[src/rtl/delay_pipe.sv]
// delay_pipe -- fixed-depth valid/data delay line with a selectable output tap.
//
// Purpose:
//   Holds DEPTH stages, each a valid bit plus a WIDTH-bit payload register.
//   Every non-stalled, non-flushed cycle the line shifts by one stage: a new
//   beat (or bubble) enters stage 0 and whatever sits in the last stage is
//   dropped. The output is a combinational pick of one stage (the tap), so a
//   beat presented in cycle t is visible in cycle t+T when the effective tap
//   is T.
//
// Handshake:
//   io_in_ready is high exactly when the line will shift on the coming edge
//   (no stall, no flush). A beat is taken when io_in_valid && io_in_ready;
//   with io_in_ready low the beat is ignored and the source must hold it.
//   The output side has no backpressure: io_out_valid/io_out_bits show the
//   tapped stage every cycle, and io_stall is the only way to freeze it.
//
// Ports:
//   clock         in   sole clock, rising edge
//   reset         in   synchronous active-high reset
//   io_in_valid   in   input beat present
//   io_in_bits    in   [WIDTH] input payload
//   io_in_ready   out  input accepted this cycle (!io_stall && !io_flush)
//   io_stall      in   freeze every stage
//   io_flush      in   invalidate every in-flight beat (wins over stall)
//   io_tap        in   [TAPW] output stage select 1..DEPTH; 0 or >DEPTH -> DEPTH
//   io_out_valid  out  valid bit of the tapped stage
//   io_out_bits   out  [WIDTH] payload of the tapped stage, zero when invalid
//   io_count      out  [TAPW] registered number of valid stages
//   io_empty      out  io_count == 0

module delay_pipe #(
  parameter int WIDTH = 36,
  parameter int DEPTH = 5,
  parameter int TAPW  = $clog2(DEPTH + 1)
) (
  input  logic             clock,
  input  logic             reset,
  input  logic             io_in_valid,
  input  logic [WIDTH-1:0] io_in_bits,
  output logic             io_in_ready,
  input  logic             io_stall,
  input  logic             io_flush,
  input  logic [TAPW-1:0]  io_tap,
  output logic             io_out_valid,
  output logic [WIDTH-1:0] io_out_bits,
  output logic [TAPW-1:0]  io_count,
  output logic             io_empty
);

  // Index width for picking one of DEPTH stages; a single stage still needs
  // a one-bit index so the select expression stays well formed.
  localparam int SELW = (DEPTH > 1) ? $clog2(DEPTH) : 1;

  logic [DEPTH-1:0] r_v;
  logic [WIDTH-1:0] r_d [DEPTH];
  logic [TAPW-1:0]  r_count;

  logic             w_shift;
  logic [SELW-1:0]  w_sel;

  assign w_shift     = !io_stall && !io_flush;
  assign io_in_ready = w_shift;

  // Stage storage. Flush only clears the valid bits; stale payloads are
  // harmless because the output mask hides data of invalid stages.
  always_ff @(posedge clock) begin
    if (reset) begin
      r_v     <= '0;
      r_count <= '0;
      for (int i = 0; i < DEPTH; i++) begin
        r_d[i] <= '0;
      end
    end else if (io_flush) begin
      r_v     <= '0;
      r_count <= '0;
    end else if (!io_stall) begin
      r_v[0] <= io_in_valid;
      r_d[0] <= io_in_bits;
      for (int i = 1; i < DEPTH; i++) begin
        r_v[i] <= r_v[i-1];
        r_d[i] <= r_d[i-1];
      end
      // One beat may enter and one may fall off the end; the true result
      // never exceeds DEPTH, so modular arithmetic in TAPW bits is exact.
      r_count <= r_count + TAPW'(io_in_valid) - TAPW'(r_v[DEPTH-1]);
    end
  end

  // Out-of-range taps (0 or beyond the last stage) read the last stage.
  always_comb begin
    w_sel = SELW'(DEPTH - 1);
    if (io_tap != '0 && int'(io_tap) <= DEPTH) begin
      w_sel = SELW'(io_tap - TAPW'(1));
    end
  end

  assign io_out_valid = r_v[w_sel];
  assign io_out_bits  = r_v[w_sel] ? r_d[w_sel] : '0;
  assign io_count     = r_count;
  assign io_empty     = (r_count == '0);

endmodule

[config.mk]
export PLATFORM = sky130hd
export DESIGN_NAME = delay_pipe
export DESIGN_NICKNAME = d
export VERILOG_FILES = /design/src/rtl/delay_pipe.sv
export SDC_FILE = /design/constraint.sdc
export NUM_CORES = 1
export LEC_CHECK = 0
export ABC_AREA = 1
export CAP_MARGIN = 20
export CORE_MARGIN = 2
export CORE_UTILIZATION = 58
export DETAILED_ROUTE_END_ITERATION = 8
export GPL_TIMING_DRIVEN = 0
export PLACE_DENSITY_LB_ADDON = 0.08
export SLEW_MARGIN = 5
export SYNTH_ARGS = -nofsm -noshare
export SYNTH_HDL_FRONTEND = slang
export SYNTH_SLANG_ARGS = --single-unit
export TNS_END_PERCENT = 100
[constraint.sdc]
create_clock -name clock -period 4.65 [get_ports clock]
set_input_delay 0.93 -clock clock [delete_from_list [all_inputs] [get_ports clock]]
set_output_delay 0.93 -clock clock [all_outputs]
set_load 0.05 [all_outputs]
Word-level counts from Yosys, hierarchy flattened
Memory sizes are Yosys's and may differ from the RTL's.
Cells that the tools add are included.
{ "word_totals": {"regBits": 8, "latch_bits": 0, "ram_bits": 180, "romBits": 0, "output_inout_bits": 42, "elab_cells": 35, "n_memories": 1} }
{ "classes": {"add_sub_neg": 3, "mul": 0, "n_div": 0, "order_cmp": 2, "n_eq_ne": 0, "shift": 0, "muxes": 15, "bitwise": 5, "reduce_logical": 7} }
{ "memory_table": {"columns": ["name", "depth", "word_bits", "rd", "rd_clocked_by_memory_dff", "write_ports", "line_no", "source"], "rows": [
  ["r_d", 5, 36, 5, 0, 5, "56", "logic [WIDTH-1:0] r_d [DEPTH];"]
]} }
{ "ops": {"columns": ["cell", "count"], "rows": [
  ["two-way mux 36 bit", 6],
  ["two-way mux 1 bit", 7],
  ["OR 1 bit", 5],
  ["< comparator 3 x 4 -> 1 bit (second input constant)", 1],
  ["adder 3 x 1 -> 3 bit", 1],
  ["binary-select mux 1 bit (select 3 bit)", 1],
  ["<= comparator 3 bit (second input constant)", 1],
  ["zero test 3 bit", 1],
  ["two-way mux 3 bit", 1],
  ["nonzero test 3 bit", 1],
  ["subtractor 3 x 1 -> 3 bit", 1],
  ["subtractor 3 x 1 -> 3 bit (second input constant)", 1],
  ["logical AND 1 bit", 2],
  ["zero test 1 bit", 2],
  ["OR reduction 2 bit", 1]
]} }

Logic depth before layout (Yosys ltp)
{ "logic_depth": {"word_depth": 6, "mapped_depth": 15} }

Least setup slack after synthesis
Ideal clock, no wire load.
{ "synth_timing": {"kind": "input to register", "start": "input io_stall", "end": "memory r_d[0][0] (enable)", "setup_ps": 465, "arrival_ps": 4149, "path_slack_ps": 36, "cell_stages": 3, "path_buffers": 1, "cell_sequence": "clkbuf_1 > nor2_1 > or2_2"} }
{ "synth_lines": {"columns": ["element", "line_no", "source"], "rows": [
  ["from (decl)", "42", "input logic io_stall,"],
  ["to (decl)", "56", null]
]} }

Worst setup path after layout
{ "layout_timing": {"start": "input io_tap[0]", "end": "output io_out_bits[15]"} }
{ "layout_between": {"elab_chain_cells": 6} }
{ "layout_lines": {"columns": ["element", "line_no", "source"], "rows": [
  ["from (decl)", "44", "input logic [TAPW-1:0] io_tap,"],
  ["<= comparator 3 bit or nonzero test 3 bit (tied branches)", "93", "if (io_tap != '0 && int'(io_tap) <= DEPTH) begin"],
  ["logical AND 1 bit", "93", null],
  ["two-way mux 3 bit *", "93", null],
  ["binary-select mux 1 bit (select 3 bit)", "99", "assign io_out_bits = r_v[w_sel] ? r_d[w_sel] : '0;"],
  ["two-way mux 1 bit (implied by the code)", "99", null],
  ["two-way mux 36 bit *", "99", null],
  ["to (decl)", "46", "output logic [WIDTH-1:0] io_out_bits,"]
]} }
Mark *: on every way between the ends. The rest lies on a longest branch, timed or not. The select of a mux whose other input is x is not followed.

==> results.cfg <==
[synthesis]
synth_edf_count = 180
yosysSeqAreaShare = 0.5771
synthesis.area_um2 = 9643
synth_top_family_by_area = simple AND/OR/NAND/NOR gates
yosys.area_share.simple = 0.2734
synthCells = 1103
ys.warnings.count = 0
synth_fa_ha_area_frac = 0.008564
syn_area_per_cell_um2 = 8.743
async_flop_share = 0
synth_ff_type = edfxtp_1
netlist_top_cells_area = edfxtp_1, nor2_1, inv_1
yosysTopAreaCellShare = 0.5605
synth-xor-area-share = 0
yosysTopAreaCell = edfxtp_1
synth_compound_area_frac = 0.009602
synthMuxAreaShare = 0
yosysUniqueCellTypes = 29
synth.ff_latch_count = 188
syn_nets = 1153

[cts]
cts_buffers = 17
cts.sinks = 188
cts_resized = 158
postCtsSetupRepairBufs = 0
clock_path_buffers = 2
cts_root_buf = clkbuf_16
cts.clk_slew.worst_paths_ps = 70
cts_tree = done
postCtsHoldBufs = 0
htreeDepth = 4
clkLatencyLatePin_ps = 430

[pwr]
leakage_uw = 0.005273
ir_drop_mv = 0.2698
swShare = 0.2582
comb_power_share = 0.146
seq_power_share = 0.504
pwr-share-clk = 0.350
power_density_nw_per_um2 = 353.1
p_int_uw = 2955
p_sw_uw = 1029

[timing]
setup_tns_ps = 0
rsz0062_at_grt = yes
finalHoldViolations = 0
worstMarginPinSlew_ps = 586.5
slew_violations = 0
period_share = 0.9795
fin_crit_ps = 4555
holdWs_ps = 478.3
clock.fmax_ghz = 0.2196
setup_viol = 0
slew-limit-headroom = 0.6090
clock_skew_ps = 12.92

[drt]
ant_nets = 0
wl_per_cell_um = 13.80
dr.pass1.iters = 5
drt-initial-drc-count = 521
wl_um = 19910
drc_errors = 0
vias = 7094
via_per_inst = 4.916

[die]
rows = 47
fp.dieW_um = 132.9
die_y_um = 132.9
core_um2 = 16410
initial_utilization = 0.5877
ioPinCount = 86
dieArea_um2 = 17670

[status]
outcome = complete, no violations

[placement]
io_buffers = 85
dp_hpwl_um = 13560
gp_congestion = 0.8114
placed_cell_area_um2 = 10850
dp.cells = 1411

[global_route]
grt_pass1_vias = 6822
grt_antenna_before_repair = 0
grt_pass1_wl_um = 32460
grtUsageTotal = 0.2355
overflow = 0
grt_max_degree = 57

[critical_path]
end_kind = output port
required_ps = 3720
endpoint = io_out_bits[15]
r2r-end = io_count[2]$_SDFFE_PP0N_
reg2regPathDepth = 10
start_kind = input pin
crit_start = io_tap[0]
crit_path_max_fanout = 11
crit_type = in2out
r2r_slack_ps = 2750
critPathArrivalTime_ps = 3620
timing.rr.start = io_count[0]$_SDFFE_PP0N_

[cells_and_area]
antennaDiodeCount = 0
final_util = 0.6877
design_area_um2 = 11280
final_cell_count_no_fill = 1443
area_growth_pct = 17.01
drive_above_1_share = 0.1554
nets = 1260

[hold_path]
min_path_type = reg2reg

[run]
cap_violations = 0
==> cells in the mapped netlist (3+ instances only) <==
cell type  count
nor2_1       256
inv_1        194
nand2_1      192
edfxtp_1     180
nand3_1       73
nand4_1       38
inv_2         32
buf_2         30
nand2_2       30
clkbuf_1      13
a21oi_1        9
buf_4          8
buf_6          8
dfxtp_1        8
o21ai_0        8
ha_1           5
buf_12         3
nand2_4        3
==> power groups by stage <==
stage                     combinational [µW]  sequential [µW]  clock [µW]
after detailed placement                 585             2040           0
after floorplan                          400             2040           0
final                                    580             2010        1400
after global routing                     642             2020        1460
after global placement                   563             2050           0
after CTS                                585             2010        1400
==> how the worst min path moves through the flow <==
| stage | depth (start not counted) | slack, ps | endpoint | from |
|---|---|---|---|---|
| global placement | 1 | 460 | io_count[2]$_SDFFE_PP0N_ | io_count[2]$_SDFFE_PP0N_ |
| floorplan | 2 | 440 | r_v[0]$_SDFFE_PP0N_ | r_v[0]$_SDFFE_PP0N_ |
| CTS | 2 | 480 | r_v[0]$_SDFFE_PP0N_ | r_v[0]$_SDFFE_PP0N_ |
| detailed placement | 1 | 470 | io_count[2]$_SDFFE_PP0N_ | io_count[2]$_SDFFE_PP0N_ |
| global route | 1 | 510 | io_count[2]$_SDFFE_PP0N_ | io_count[2]$_SDFFE_PP0N_ |
| finish | 1 | 480 | io_count[2]$_SDFFE_PP0N_ | io_count[2]$_SDFFE_PP0N_ |
==> area by class of cell <==
type	count	area, µm²
plain buffers	62	441.7
multi-input cells	626	2814
repair buffers	88	762.0
flip-flops and latches	188	5565
fillers	1266	5124
clock inverters	5	30.03
clock buffers	27	535.5
well taps	220	275.3
inverters	227	859.6
==> metrics by stage <==
step           setup WS, ps  total power [µW]
2_1_floorplan         36.36              2442
3_3_place_gp         -702.0              2613
3_5_place_dp         -690.4              2628
4_1_cts              0.1856              3996
5_1_grt              -8.823              4121
6_report              95.44              3984
==> layout by cell type (no fill, tap or decap), drive strengths merged, types with 9 or more instances in the layout <==
master,instances
nand3,75
nand4,39
clkbuf,48
buf,80
inv,228
a21oi,9
nor2,257
edfxtp,180
clkdlybuf4s50,48
nand2,227
==> sequential cells by signal, indices dropped and copies added, names as in the netlist <==
signal and cells:
r_v 5, r_d 180, io_count 3
==> routing by layer <==
metal  GRT usage  vias to the layer above  part of all wire
li1            -                     3618                 -
met1      0.2949                     3241              0.42
met2      0.4171                      214              0.51
met3     0.04444                       21             0.054
met4     0.06930                        0             0.014
met5           0                        -                 0
==> logic make-up after synthesis <==
| group | Yosys count |
|---|---|
| buf+inv | 289 |
| compound gates | 18 |
| fa+ha+maj | 6 |
| flops | 188 |
| simple gates | 602 |
==> critical path: stages <==
cell and delay, ps:
clkdlybuf4s50_1 500, buf_6 180, inv_6 60, buf_2 200, buf_6 180, ha_1 210
or2_1 200, nand2_1 80, nand3_2 100, inv_4 160, buf_4 210, nand3_1 120
nand2_1 150, nand2_2 70, inv_2 50, clkbuf_4 210
No activity file was read; power rests on OpenSTA's default activity.
